## src/rtl/temp_sense_sequencer.sv

```systemverilog
// Periodic temperature acquisition sequencer: triggers the ADC, holds the
// calculator inputs stable while the result settles, then publishes tempc/drd.
module temp_sense_sequencer #(
    parameter int SAMPLE_PERIOD = 1000,
    parameter int ADC_TIMEOUT   = 255,
    parameter int CALC_LAT      = 2
) (
    input  logic        clk,
    input  logic        rst_n,
    input  logic        enable,
    input  logic        cfg_load,
    input  logic [31:0] cfg_tc_base,
    input  logic [7:0]  cfg_tc_ref,
    input  logic        err_clr,
    output logic        adc_start,
    input  logic        adc_done,
    input  logic [15:0] adc_data_in,
    output logic [31:0] calc_tc_base,
    output logic [7:0]  calc_tc_ref,
    output logic [15:0] calc_adc_data,
    input  logic [31:0] calc_tempc,
    input  logic [31:0] calc_drd,
    output logic [31:0] temp_out,
    output logic [31:0] drd_out,
    output logic        temp_valid,
    output logic [15:0] sample_count,
    output logic        adc_timeout_err,
    output logic        busy
);

    localparam int PW = $clog2(SAMPLE_PERIOD);
    localparam int TW = $clog2(ADC_TIMEOUT + 1);
    localparam int SW = $clog2(CALC_LAT + 1);
    localparam logic [PW-1:0] PERIOD_LAST = PW'(SAMPLE_PERIOD - 1);
    localparam logic [TW-1:0] TMO_LAST    = TW'(ADC_TIMEOUT - 1);
    localparam logic [SW-1:0] SETTLE_LAST = SW'(CALC_LAT - 1);

    typedef enum logic [2:0] {
        ST_IDLE,
        ST_START,
        ST_CONV,
        ST_CALC,
        ST_WAIT
    } state_t;

    state_t        state_q, state_d;
    logic [PW-1:0] period_q, period_d;
    logic [TW-1:0] tmo_q, tmo_d;
    logic [SW-1:0] settle_q, settle_d;
    logic [31:0]   pend_base_q, pend_base_d;
    logic [7:0]    pend_ref_q, pend_ref_d;
    logic [31:0]   calc_tc_base_q, calc_tc_base_d;
    logic [7:0]    calc_tc_ref_q, calc_tc_ref_d;
    logic [15:0]   calc_adc_data_q, calc_adc_data_d;
    logic [31:0]   temp_out_q, temp_out_d;
    logic [31:0]   drd_out_q, drd_out_d;
    logic          temp_valid_q, temp_valid_d;
    logic [15:0]   sample_count_q, sample_count_d;
    logic          err_q, err_d;

    always_ff @(posedge clk) begin
        if (!rst_n) begin
            state_q         <= ST_IDLE;
            period_q        <= '0;
            tmo_q           <= '0;
            settle_q        <= '0;
            pend_base_q     <= '0;
            pend_ref_q      <= '0;
            calc_tc_base_q  <= '0;
            calc_tc_ref_q   <= '0;
            calc_adc_data_q <= '0;
            temp_out_q      <= '0;
            drd_out_q       <= '0;
            temp_valid_q    <= 1'b0;
            sample_count_q  <= '0;
            err_q           <= 1'b0;
        end else begin
            state_q         <= state_d;
            period_q        <= period_d;
            tmo_q           <= tmo_d;
            settle_q        <= settle_d;
            pend_base_q     <= pend_base_d;
            pend_ref_q      <= pend_ref_d;
            calc_tc_base_q  <= calc_tc_base_d;
            calc_tc_ref_q   <= calc_tc_ref_d;
            calc_adc_data_q <= calc_adc_data_d;
            temp_out_q      <= temp_out_d;
            drd_out_q       <= drd_out_d;
            temp_valid_q    <= temp_valid_d;
            sample_count_q  <= sample_count_d;
            err_q           <= err_d;
        end
    end

    always_comb begin
        state_d         = state_q;
        period_d        = (period_q == PERIOD_LAST) ? period_q : period_q + 1'b1;
        tmo_d           = tmo_q;
        settle_d        = settle_q;
        pend_base_d     = pend_base_q;
        pend_ref_d      = pend_ref_q;
        calc_tc_base_d  = calc_tc_base_q;
        calc_tc_ref_d   = calc_tc_ref_q;
        calc_adc_data_d = calc_adc_data_q;
        temp_out_d      = temp_out_q;
        drd_out_d       = drd_out_q;
        temp_valid_d    = 1'b0;
        sample_count_d  = sample_count_q;
        err_d           = err_clr ? 1'b0 : err_q;

        if (cfg_load) begin
            pend_base_d = cfg_tc_base;
            pend_ref_d  = cfg_tc_ref;
        end

        // The period counter is zeroed on the edge into START so it reads 0
        // while adc_start is high, giving exact SAMPLE_PERIOD spacing.
        unique case (state_q)
            ST_IDLE: begin
                if (enable) begin
                    state_d  = ST_START;
                    period_d = '0;
                end
            end
            ST_START: begin
                calc_tc_base_d = pend_base_q;
                calc_tc_ref_d  = pend_ref_q;
                tmo_d          = '0;
                state_d        = ST_CONV;
            end
            ST_CONV: begin
                tmo_d = tmo_q + 1'b1;
                if (adc_done) begin
                    calc_adc_data_d = adc_data_in;
                    settle_d        = '0;
                    state_d         = ST_CALC;
                end else if (tmo_q == TMO_LAST) begin
                    err_d   = 1'b1;
                    state_d = ST_WAIT;
                end
            end
            ST_CALC: begin
                if (settle_q == SETTLE_LAST) begin
                    temp_out_d     = calc_tempc;
                    drd_out_d      = calc_drd;
                    temp_valid_d   = 1'b1;
                    sample_count_d = sample_count_q + 16'd1;
                    state_d        = ST_WAIT;
                end else begin
                    settle_d = settle_q + 1'b1;
                end
            end
            ST_WAIT: begin
                if (period_q == PERIOD_LAST) begin
                    if (enable) begin
                        state_d  = ST_START;
                        period_d = '0;
                    end else begin
                        state_d = ST_IDLE;
                    end
                end
            end
            default: state_d = ST_IDLE;
        endcase
    end

    assign adc_start       = (state_q == ST_START);
    assign busy            = (state_q != ST_IDLE);
    assign calc_tc_base    = calc_tc_base_q;
    assign calc_tc_ref     = calc_tc_ref_q;
    assign calc_adc_data   = calc_adc_data_q;
    assign temp_out        = temp_out_q;
    assign drd_out         = drd_out_q;
    assign temp_valid      = temp_valid_q;
    assign sample_count    = sample_count_q;
    assign adc_timeout_err = err_q;

endmodule

```

## config.mk

```make
export PLATFORM = sky130hd
export DESIGN_NAME = temp_sense_sequencer
export DESIGN_NICKNAME = d
export VERILOG_FILES = /design/src/rtl/temp_sense_sequencer.sv
export SDC_FILE = /design/constraint.sdc
export NUM_CORES = 1
export LEC_CHECK = 0
export ABC_AREA = 1
export BUFFER_PORTS_ARGS = -buffer_cell sky130_fd_sc_hd__buf_2
export CORE_MARGIN = 8
export CORE_UTILIZATION = 30
export CTS_CLUSTER_SIZE = 30
export DETAILED_ROUTE_END_ITERATION = 7
export PLACE_DENSITY = 0.63
export SYNTH_ARGS = -nofsm -noshare
export SYNTH_HDL_FRONTEND = slang
export SYNTH_SLANG_ARGS = --single-unit
```

## constraint.sdc

```tcl
create_clock -name clk -period 1.55 [get_ports clk]
set_input_delay 0.465 -clock clk [delete_from_list [all_inputs] [get_ports clk]]
set_output_delay 0.465 -clock clk [all_outputs]
set_load 0.05 [all_outputs]
```

==> metrics.cfg <==
[status]
status = finished with violations
failed_checks = setup timing

[clock_tree]
cts-hold-fix-buffers = 0
htreeDepth = 1
root_buffer = clkbuf_16
cts_tree = built
path_clk_slew_ns = 0.06
clock_path_buffers = 3
cts_buffers = 23
clk_latency_ns = 0.51
cts.sinks = 201

[finish]
final_core_util = 0.469
drive_above_1_share = 0.338
finish.instance_area_sq_um = 11700
multi_input_area_sq_um = 3230
nFillCells = 2401
antenna_cells = 0
final_nets = 1432
seq_area_sq_um = 4090
areaGrowthSynthToFinish_pct = 55.0

[yosys]
synth_top_family_by_area = simple AND/OR/NAND/NOR gates
netlist_area_sq_um = 7540
yosysTopAreaCellShare = 0.533
yosys.area.top_type = dfxtp_1
ys.flop_type = dfxtp_1
yosysMostFrequentCell = nand2_1
syn_inst = 998
synthSimpleGateAreaFrac = 0.259
yosys.area_share.adder = 0.00829
synthXorXnorAreaFrac = 0.00929
ys_types = 31
ys_async_sr_fraction = 0
synthMuxAreaShare = 0
synth_edf_count = 0
yosys-top-cells-count = nand2_1 (311), dfxtp_1 (201), a21oi_1 (142), nor2_1 (124), o21ai_0 (53)
seq_area_frac_synth = 0.533
synth_area_leaders = dfxtp_1 (53%), nand2_1 (15%), a21oi_1 (9.4%)
syn-num-nets = 1129
ys.warnings.count = 0
avgSynthCellArea_sq_um = 7.56
synth.ff_latch_count = 201
synth_compound_area_frac = 0.135

[sta]
fmax_mhz = 591
setup_ws_ns = -0.141
hold_violations = 0
tightest_slew_ns = 0.349
period_needed_ns = 1.69
min_period_over_period = 1.09
final_max_slew_viol_count = 0
setup_viol = 3
max-slew-margin-rel = 0.765
fin_worst_skew_ns = 0.0166
tns_ns = -0.286
rsz0062_at_grt = yes

[route]
routedWlPerCell_um = 15.5
first_pass_iters = 4
dr_total_vias = 7556
drtIter0Drc = 377
routed_wl_mm = 25.5
vias_per_cell = 4.58
postRouteAntennaNets = 0
drc = 0

[worst_setup_path]
r2r_slack_ns = -0.01
slowest_stage = dfxtp_4
required_ns = 1.08
worstPathCellList = nor2_4 > nand2_2 > buf_8
r2r_start = state_q[1]
r2r-end = sample_count[6]
critPathLaunchType = register
critPathMaxFanout = 3
critPathArrivalTime_ns = 1.23
path_delay_family = flip-flops
crit_type = register to output pin
crit_buf_inv = 1
rr_worst_depth = 10
crit_path_end_kind = output pin
cpPeakStageDelay_ns = 0.36

[placement]
dpl_cell_area_sq_um = 9400
dp_hpwl_mm = 16.4
gp_congestion = 0.816
dp_slack_ns = 0.0611
io_buffer_count = 265

[worst_hold_path]
hp-class = input pin to register
whs_path_depth = 3
min_from = cfg_tc_base[22]
holdPathEnd = pend_base_q[22]

[pwr]
power.density_nw_per_um2 = 1350
vdd_drop_max_v = 0.000792
finalPower_w = 0.0158
leakagePower_nw = 4.85

[die]
dieArea_sq_um = 30500
die_h_um = 175
ioPinCount = 266
fp.dieW_um = 175
core_area_sq_um = 25000
start_util = 0.302
row_count = 58

[run]
max_cap_violations = 0

[global_route]
antenna_found_initial = 0
first_global_vias = 6984
grt_first_pass_wirelength_mm = 37.0
overflow = 0
grt_max_degree = 72
grt_usage = 0.145

-- placed cells by master, fill, tap and decap left out, types with 5 or more instances in the layout --
| master | count |
|---|---|
| dfxtp_2 | 18 |
| dfxtp_4 | 12 |
| xor2_1 | 5 |
| a21oi_1 | 135 |
| buf_12 | 15 |
| nand2_1 | 303 |
| buf_2 | 125 |
| buf_4 | 96 |
| nand4_1 | 7 |
| a21oi_2 | 7 |
| nor2_2 | 5 |
| nor3_1 | 11 |
| inv_1 | 38 |
| buf_6 | 78 |
| nand2_2 | 8 |
| o21ai_0 | 48 |
| bufinv_16 | 7 |
| nand3_1 | 18 |
| dfxtp_1 | 171 |
| nor2_1 | 118 |
| buf_8 | 11 |
| clkbuf_16 | 30 |
-- how the worst max path moves through the flow --
stage	startpoint	to	slack, ns	depth (start not counted)
after CTS	state_q[1]	adc_start	-0.18	4
after detailed placement	settle_q[0]	sample_count[3]	0.06	5
after floorplan	sample_count[0]	sample_count[8]	0.008	6
after global routing	state_q[1]	adc_start	-0.19	4
final	state_q[1]	busy	-0.14	3
after global placement	state_q[1]	sample_count[8]	0.09	8
-- registers in the layout, summed over array words and instances, names as in the netlist --
register         cells
calc_tc_base        32
temp_out            32
pend_ref_q           8
state_q              3
adc_timeout_err      1
pend_base_q         32
temp_valid           1
period_q            10
calc_tc_ref          8
sample_count        16
tmo_q                8
calc_adc_data       16
settle_q             2
drd_out             32
-- stage by stage --
stage | hold slack, ns | std cells
after floorplan | 0.436 | 998
after global placement | 0.440 | 1571
after detailed placement | 0.447 | 1571
after CTS | 0.172 | 1620
after global routing | 0.172 | 1648
final | 0.189 | 1648
-- kinds of logic (layout without fill, tap and decap cells) --
family | after synthesis | in the layout
AND/OR/NAND/NOR | 485 | 485
XOR/XNOR | 8 | 8
AO/OA/AOI/OAI | 200 | 200
buffers and inverters | 99 | 419
adder cells (fa/ha/maj) | 5 | 5
flip-flops | 201 | 201
-- cell type report --
class                   instances  area share
flip-flops and latches        201       0.350
multi-input cells             698       0.276
repair buffers                333       0.247
clock buffers                  28      0.0542
well taps                     330      0.0353
clock inverters                14      0.0217
inverters                      44      0.0158
-- layer usage --
metal | routed length (um) | GRT usage | part of all wire
met1 | 10900 | 0.176 | 0.43
met3 | 1290 | 0.0287 | 0.051
met5 | 0 | 0 | 0
met4 | 465 | 0.0406 | 0.018
met2 | 12900 | 0.256 | 0.51
-- what timing repair did --
action	CTS	global route
pin swaps	1	17
cloned	0	12
resized for setup	211	130
setup endpoints to repair	140	150
setup buffers	7	16
-- power breakdown --
group,switching [W],internal (W)
Clock,0.00222,0.00408
Sequential,0.000237,0.00551
Combinational,0.00231,0.00140
Total,0.00477,0.0110
-- tightest hold or removal path: stages --
cell    delay, ns
buf_2        0.07
nor2_1       0.03
nor2_1       0.08
Note: power is estimated with default switching activity, not from simulation.
